<file path="src/rtl/cell_pos_pkg.sv">
// Shared types and constants for the per-cell position reader.
// Memory layout: count at address 0, particle positions {posz,posy,posx} from address 1.
package cell_pos_pkg;

  typedef enum logic [2:0] {
    IDLE,
    RD_CNT,
    WAIT_CNT,
    STREAM,
    DRAIN,
    FIN
  } state_t;

  localparam int COUNT_ADDR          = 0;
  localparam int FIRST_PARTICLE_ADDR = 1;

  localparam int DEFAULT_DATA_WIDTH = 96;
  localparam int POS_WIDTH          = 32;
  localparam int POSX_LO            = 0;
  localparam int POSY_LO            = 32;
  localparam int POSZ_LO            = 64;

endpackage

</file>
<file path="src/rtl/pos_skid_fifo.sv">
// Synchronous FIFO of {pid, pos} entries that absorbs memory read latency.
// Push and pop in the same cycle are both honoured, even when full.
module pos_skid_fifo #(
  parameter  int WIDTH = 104,
  parameter  int DEPTH = 4,
  localparam int CW    = $clog2(DEPTH + 1),
  localparam int PTRW  = (DEPTH > 1) ? $clog2(DEPTH) : 1
) (
  input  logic             clock,
  input  logic             rst_n,
  input  logic             push,
  input  logic [WIDTH-1:0] push_data,
  input  logic             pop,
  output logic [WIDTH-1:0] head,
  output logic             full,
  output logic             empty,
  output logic [CW-1:0]    count
);

  logic [WIDTH-1:0] mem [DEPTH];
  logic [PTRW-1:0]  wr_ptr;
  logic [PTRW-1:0]  rd_ptr;
  logic             do_push;
  logic             do_pop;

  function automatic logic [PTRW-1:0] bump(input logic [PTRW-1:0] p);
    return (p == PTRW'(DEPTH - 1)) ? '0 : p + PTRW'(1);
  endfunction

  assign empty   = (count == '0);
  assign full    = (count == CW'(DEPTH));
  assign head    = mem[rd_ptr];
  assign do_pop  = pop && !empty;
  assign do_push = push && (!full || do_pop);

  always_ff @(posedge clock) begin
    if (!rst_n) begin
      wr_ptr <= '0;
      rd_ptr <= '0;
      count  <= '0;
      for (int i = 0; i < DEPTH; i++) begin
        mem[i] <= '0;
      end
    end else begin
      if (do_push) begin
        mem[wr_ptr] <= push_data;
        wr_ptr      <= bump(wr_ptr);
      end
      if (do_pop) begin
        rd_ptr <= bump(rd_ptr);
      end
      count <= count + CW'(do_push) - CW'(do_pop);
    end
  end

endmodule

</file>
<file path="src/rtl/cell_pos_reader.sv">
// Read sequencer for one per-cell position memory: reads the count,
// then streams every particle position to a valid/ready consumer.
module cell_pos_reader
  import cell_pos_pkg::*;
#(
  parameter int DATA_WIDTH   = DEFAULT_DATA_WIDTH,
  parameter int ADDR_WIDTH   = 8,
  parameter int PARTICLE_NUM = 220,
  parameter int FIFO_DEPTH   = 4
) (
  input  logic                  clock,
  input  logic                  rst_n,
  input  logic                  start,
  output logic                  busy,
  output logic                  done,
  output logic [ADDR_WIDTH-1:0] count,
  output logic                  count_err,
  output logic [ADDR_WIDTH-1:0] rd_addr,
  output logic                  rd_en,
  input  logic [DATA_WIDTH-1:0] rd_data,
  output logic                  out_valid,
  input  logic                  out_ready,
  output logic [DATA_WIDTH-1:0] out_pos,
  output logic [ADDR_WIDTH-1:0] out_pid,
  output logic                  out_last
);

  localparam int CW = $clog2(FIFO_DEPTH + 1);
  localparam int PW = CW + 1;
  localparam int EW = ADDR_WIDTH + DATA_WIDTH;

  localparam logic [ADDR_WIDTH-1:0] MAX_CNT  = ADDR_WIDTH'(PARTICLE_NUM - 1);
  localparam logic [ADDR_WIDTH-1:0] CNT_ADDR = ADDR_WIDTH'(COUNT_ADDR);
  localparam logic [ADDR_WIDTH-1:0] FIRST    = ADDR_WIDTH'(FIRST_PARTICLE_ADDR);

  state_t                state;
  logic                  wait_cnt;
  logic [ADDR_WIDTH-1:0] next_addr;
  logic                  s1_v;
  logic                  s2_v;
  logic [ADDR_WIDTH-1:0] s1_pid;
  logic [ADDR_WIDTH-1:0] s2_pid;
  logic                  pop;
  logic                  fifo_full;
  logic                  fifo_empty;
  logic [CW-1:0]         fifo_count;
  logic [EW-1:0]         head;
  logic [PW-1:0]         pend;
  logic                  can_issue;
  logic [ADDR_WIDTH-1:0] raw_cnt;
  logic [ADDR_WIDTH-1:0] clamp_cnt;

  assign raw_cnt   = rd_data[ADDR_WIDTH-1:0];
  assign clamp_cnt = (raw_cnt > MAX_CNT) ? MAX_CNT : raw_cnt;

  assign busy      = (state != IDLE);
  assign out_valid = !fifo_empty;
  assign pop       = out_valid && out_ready;
  assign {out_pid, out_pos} = head;
  assign out_last  = out_valid && (out_pid == count);

  // Slots owed to reads on the bus, in the pipe or queued, after this pop.
  assign pend = PW'(rd_en) + PW'(s1_v) + PW'(s2_v)
              + PW'(fifo_count) - PW'(pop);
  assign can_issue = (pend < PW'(FIFO_DEPTH)) && (!fifo_full || pop);

  pos_skid_fifo #(
    .WIDTH (EW),
    .DEPTH (FIFO_DEPTH)
  ) u_fifo (
    .clock     (clock),
    .rst_n     (rst_n),
    .push      (s2_v),
    .push_data ({s2_pid, rd_data}),
    .pop       (pop),
    .head      (head),
    .full      (fifo_full),
    .empty     (fifo_empty),
    .count     (fifo_count)
  );

  // The count read is excluded; only particle reads enter the pipe.
  always_ff @(posedge clock) begin
    if (!rst_n) begin
      s1_v   <= 1'b0;
      s2_v   <= 1'b0;
      s1_pid <= '0;
      s2_pid <= '0;
    end else begin
      s1_v   <= rd_en && (state != RD_CNT);
      s2_v   <= s1_v;
      s1_pid <= rd_addr;
      s2_pid <= s1_pid;
    end
  end

  always_ff @(posedge clock) begin
    if (!rst_n) begin
      state     <= IDLE;
      done      <= 1'b0;
      rd_en     <= 1'b0;
      rd_addr   <= '0;
      count     <= '0;
      count_err <= 1'b0;
      next_addr <= '0;
      wait_cnt  <= 1'b0;
    end else begin
      done  <= 1'b0;
      rd_en <= 1'b0;
      unique case (state)
        IDLE: begin
          if (start) begin
            state     <= RD_CNT;
            count_err <= 1'b0;
            rd_en     <= 1'b1;
            rd_addr   <= CNT_ADDR;
          end
        end
        RD_CNT: begin
          state    <= WAIT_CNT;
          wait_cnt <= 1'b0;
        end
        WAIT_CNT: begin
          if (!wait_cnt) begin
            wait_cnt <= 1'b1;
          end else begin
            count     <= clamp_cnt;
            count_err <= (raw_cnt > MAX_CNT);
            if (clamp_cnt == '0) begin
              state <= FIN;
            end else begin
              rd_en     <= 1'b1;
              rd_addr   <= FIRST;
              next_addr <= FIRST + ADDR_WIDTH'(1);
              state     <= (clamp_cnt == FIRST) ? DRAIN : STREAM;
            end
          end
        end
        STREAM: begin
          if (can_issue) begin
            rd_en     <= 1'b1;
            rd_addr   <= next_addr;
            next_addr <= next_addr + ADDR_WIDTH'(1);
            if (next_addr == count) begin
              state <= DRAIN;
            end
          end
        end
        DRAIN: begin
          if (pend == '0) begin
            state <= FIN;
          end
        end
        FIN: begin
          done  <= 1'b1;
          state <= IDLE;
        end
        default: state <= IDLE;
      endcase
    end
  end

endmodule

</file>
<file path="config.mk">
export PLATFORM = sky130hd
export DESIGN_NAME = cell_pos_reader
export DESIGN_NICKNAME = d
export VERILOG_FILES = /design/src/rtl/cell_pos_pkg.sv /design/src/rtl/pos_skid_fifo.sv /design/src/rtl/cell_pos_reader.sv
export SDC_FILE = /design/constraint.sdc
export NUM_CORES = 1
export LEC_CHECK = 0
export CORE_MARGIN = 1
export CORE_UTILIZATION = 55
export DETAILED_ROUTE_END_ITERATION = 7
export GPL_TIMING_DRIVEN = 0
export PLACE_DENSITY_LB_ADDON = 0.25
export SETUP_SLACK_MARGIN = 0.05
export SYNTH_ARGS = -nofsm -noshare
export SYNTH_HDL_FRONTEND = slang
export SYNTH_SLANG_ARGS = --single-unit
</file>
<file path="constraint.sdc">
create_clock -name clock -period 11.6 [get_ports clock]
set_clock_uncertainty 0.1 [all_clocks]
set_input_delay 1.16 -clock clock [delete_from_list [all_inputs] [get_ports clock]]
set_output_delay 1.16 -clock clock [all_outputs]
set_load 0.005 [all_outputs]
</file>
==> metrics.md <==
| Metric | Value |
|---|---|
| Area share of fa/ha/maj cells after synthesis | 0.00959 |
| I/O pins | 226 |
| Core box area | roughly 0.037 mm2 |
| Unrepaired setup endpoints after global routing | no |
| Via count | 11800 |
| Netlist Area Pre-Place | 0.0206 mm2 |
| Row count | 70 |
| DIE WIDTH | slightly below 200 um |
| Synth Area in Compound Gates | 0.0203 |
| XOR/XNOR Fraction of Synth Area | 0.00807 |
| Post-synthesis net count | 1442 |
| Clk_lat worst skew | 570 ps |
| Hold buffer count at CTS | 0 |
| DRC violations left | 0 |
| Min-Delay Endpoint | s2_pid[1]$_SDFF_PN0_ |
| Hold Slack | 336 ps |
| Max VDD drop | 138 uV |
| LEAKAGE | roughly 9.2 nW |
| Synth warnings | 0 |
| Area after DPL | 0.0237 mm2 |
| Fin util | 0.684 |
| CTS tree | done |
| Final Hold Viols | 0 |
| ANT nets after route | 0 |
| Min Tclk post-route | 4780 ps |
| RR Startpoint | u_fifo.count[1]$_SDFF_PN0_ |
| Iteration-0 DRC count of the detailed router | between 900 and 1000 |
| Sequential element share of the synthesized area | 0.662 |
| Critical path data arrival time | 3520 ps |
| Top_reg_cell synth | edfxtp_1 |
| H-tree levels | 2 |
| Congestion Overflow GR | 0 |
| Max-slew violations | 0 |
| Hold path depth | 1 |
| Outcome | complete, no violations |
| Largest area contributor in the netlist | edfxtp_1 |
| CTS Buffer Depth | 3 |
| CTS root buf | clkbuf_16 |
| Slew Limit Headroom | 0.407 |
| Kind of critical path | flop to output pin |
| Avg WL per Cell | 21.8 um |
| Most frequent cell after synthesis | and2_1 |
| Max Freq | approximately 210 MHz |
| Critical Path RT | 10340 ps |
| Startpoint class of the critical path | flop |
| Setup bufs post-CTS | 0 |
| CP max FO | 10 |
| Largest net degree at the start of global routing | 56 |
| Vias in the first global route | 12300 |
| Gpl congestion | 0.912 |
| Hold Startpoint | s1_pid[1]$_SDFF_PN0_ |
| Design area | 0.0252 mm2 |
| Setup violators final | 0 |
| # nets final | 1724 |
| Final worst path period share | 0.412 |
| Post-Route Setup TNS | 0 ps |
| First-pass GRT wire length | approximately 70000 um |
| Die H | 196 um |
| Netlist cell types | 52 |
| Max_cap viols | 0 |
| Hold Path Class | flop to flop |
| Share of the synthesized area in the top cell type | 0.606 |
| Post_cts resized | 0 |
| End of the worst register-to-register path | rd_addr[0]$_SDFFE_PN0P_ |
| Layout cells sized above 1 | 0.125 |
| Cells taking the most area after synthesis | edfxtp_1, and2_1, mux4_2 |
| Pwr Density | approximately 170 mW/mm2 |
| Final worst slack | about 6800 ps |
| Die ar. | 0.0383 mm2 |
| Gate count of the mapped netlist | 1328 |
| Register-to-Register Path Depth | 12 |
| Worst Tran Pin Value | 886 ps |
| Initial antenna violation count | 3 |
| Clock sinks | 474 |
| WL final | 46100 um |
| Top cells by count, synth | and2_1, edfxtp_1, mux4_2 |
| Mux contribution to synthesized area | 0.120 |
| Worst-path clk slew | around 60 ps |
| Combinational family with the most area after synthesis | simple AND/OR/NAND/NOR gates |
| EDFF count, synth | 416 |
| Pre-CTS setup slack | 6490 ps |
| GR Util All Layers | 0.247 |
| Reg2reg setup slack | between 7000 and 8000 ps |
| CTS Buf Count | 48 |
| Synth async-reset ratio | 0 |
| Initial Util | 0.560 |
| Post-DP HPWL | 29700 um |
| Syn_area_per_cell | 15.5 um2 |
| Area grow syn2layout | 22.0% |
| Synthesized flop and latch total | 474 |
| Vias per cell | ~5.6 |
| PortBufs | 224 |
| Pre-antenna DRT Iters | 5 |
| Setup crit end kind | output pin |
| Synth Area in Simple Gates | 0.160 |
[flip-flops by register name, indices dropped and copies added, names as in the netlist, 2 cells and up, named ones only]
| register | count |
|---|---|
| s2_pid | 8 |
| u_fifo.mem | 416 |
| count | 8 |
| rd_addr | 8 |
| s1_pid | 8 |
| u_fifo.rd_ptr | 2 |
| u_fifo.count | 3 |
| next_addr | 8 |
| state | 3 |
| u_fifo.wr_ptr | 2 |
[layout make-up]
cell class | count | area (um2)
diodes | 1 | 2.50
plain buffers | 82 | 325
clock buffers | 63 | 1300
clock inverters | 24 | 189
fillers | 2559 | 11600
inverters | 21 | 78.8
multi-input cells | 751 | 6590
flip-flops and latches | 474 | 13700
well taps | 468 | 586
repair buffers | 232 | 2430
[cells in the final DEF (no fill, tap or decap), types with 6 or more instances in the layout]
cell               n
and2_1           431
edfxtp_1         416
clkdlybuf4s50_1  224
mux4_2           104
clkbuf_1          75
dfxtp_1           58
clkbuf_16         49
nand2_1           44
inv_1             20
xor2_1            17
buf_2             14
o21ai_0           14
mux2i_1           12
ha_1              11
nor2_1            10
clkinv_1          10
a21oi_1            9
a21boi_0           9
clkinv_2           9
and3_1             7
nor3_1             7
nor4_1             6
nand3_1            6
nor2b_1            6
nand2b_1           6
[power breakdown]
group	internal [mW]	leakage, nW	total (mW)	switching (mW)
logic	0.456	3.72	0.848	0.392
registers	1.92	4.75	1.94	0.0243
clock network	0.852	0.730	1.48	0.628
[worst max-delay path by stage]
stage / startpoint / endpoint / slack, ps / cells after the start
floorplan: out_ready / u_fifo.mem[3][0]$_DFFE_PP_ / 2100 / 3
global placement: out_ready / u_fifo.mem[3][81]$_DFFE_PP_ / -4550 / 4
detailed placement: out_ready / u_fifo.mem[1][61]$_SDFFCE_PN0P_ / 6490 / 9
CTS: flop / out_pos[57] / 6720 / 5
global route: flop / out_pos[56] / 6640 / 5
finish: flop / out_pos[56] / 6820 / 5
[metal layers]
metal	wire length, um	vias to the layer above	global-route usage	share of wire
met5	23	-	0	0.00050
li1	-	5433	-	-
met3	3100	78	0.0404	0.067
met2	23500	393	0.419	0.51
met4	1250	4	0.0959	0.027
met1	18200	5892	0.321	0.40
[worst max-delay path, cell delays in order (launching register included)]
cell and delay, ps:
dfxtp_1 440, buf_2 400, buf_1 560, buf_1 620, mux4_2 410, clkdlybuf4s50_1 500
[stage by stage]
step                      total power [mW]  instances
after floorplan                       2.45       1328
after global placement                2.84       2020
after detailed placement              2.84       2028
after CTS                             4.32       2115
after global routing                  4.44       2116
final                                 4.27       2116
[cell families (layout without fill, tap and decap cells)]
group | count (synthesis) | in the layout
buf+inv | 103 | 422
fa+ha+maj | 14 | 14
flops | 474 | 474
compound gates | 57 | 57
xor+xnor | 19 | 19
mux | 117 | 117
simple gates | 544 | 544
other cells | 0 | 1
(Power assumes the default switching activity.)
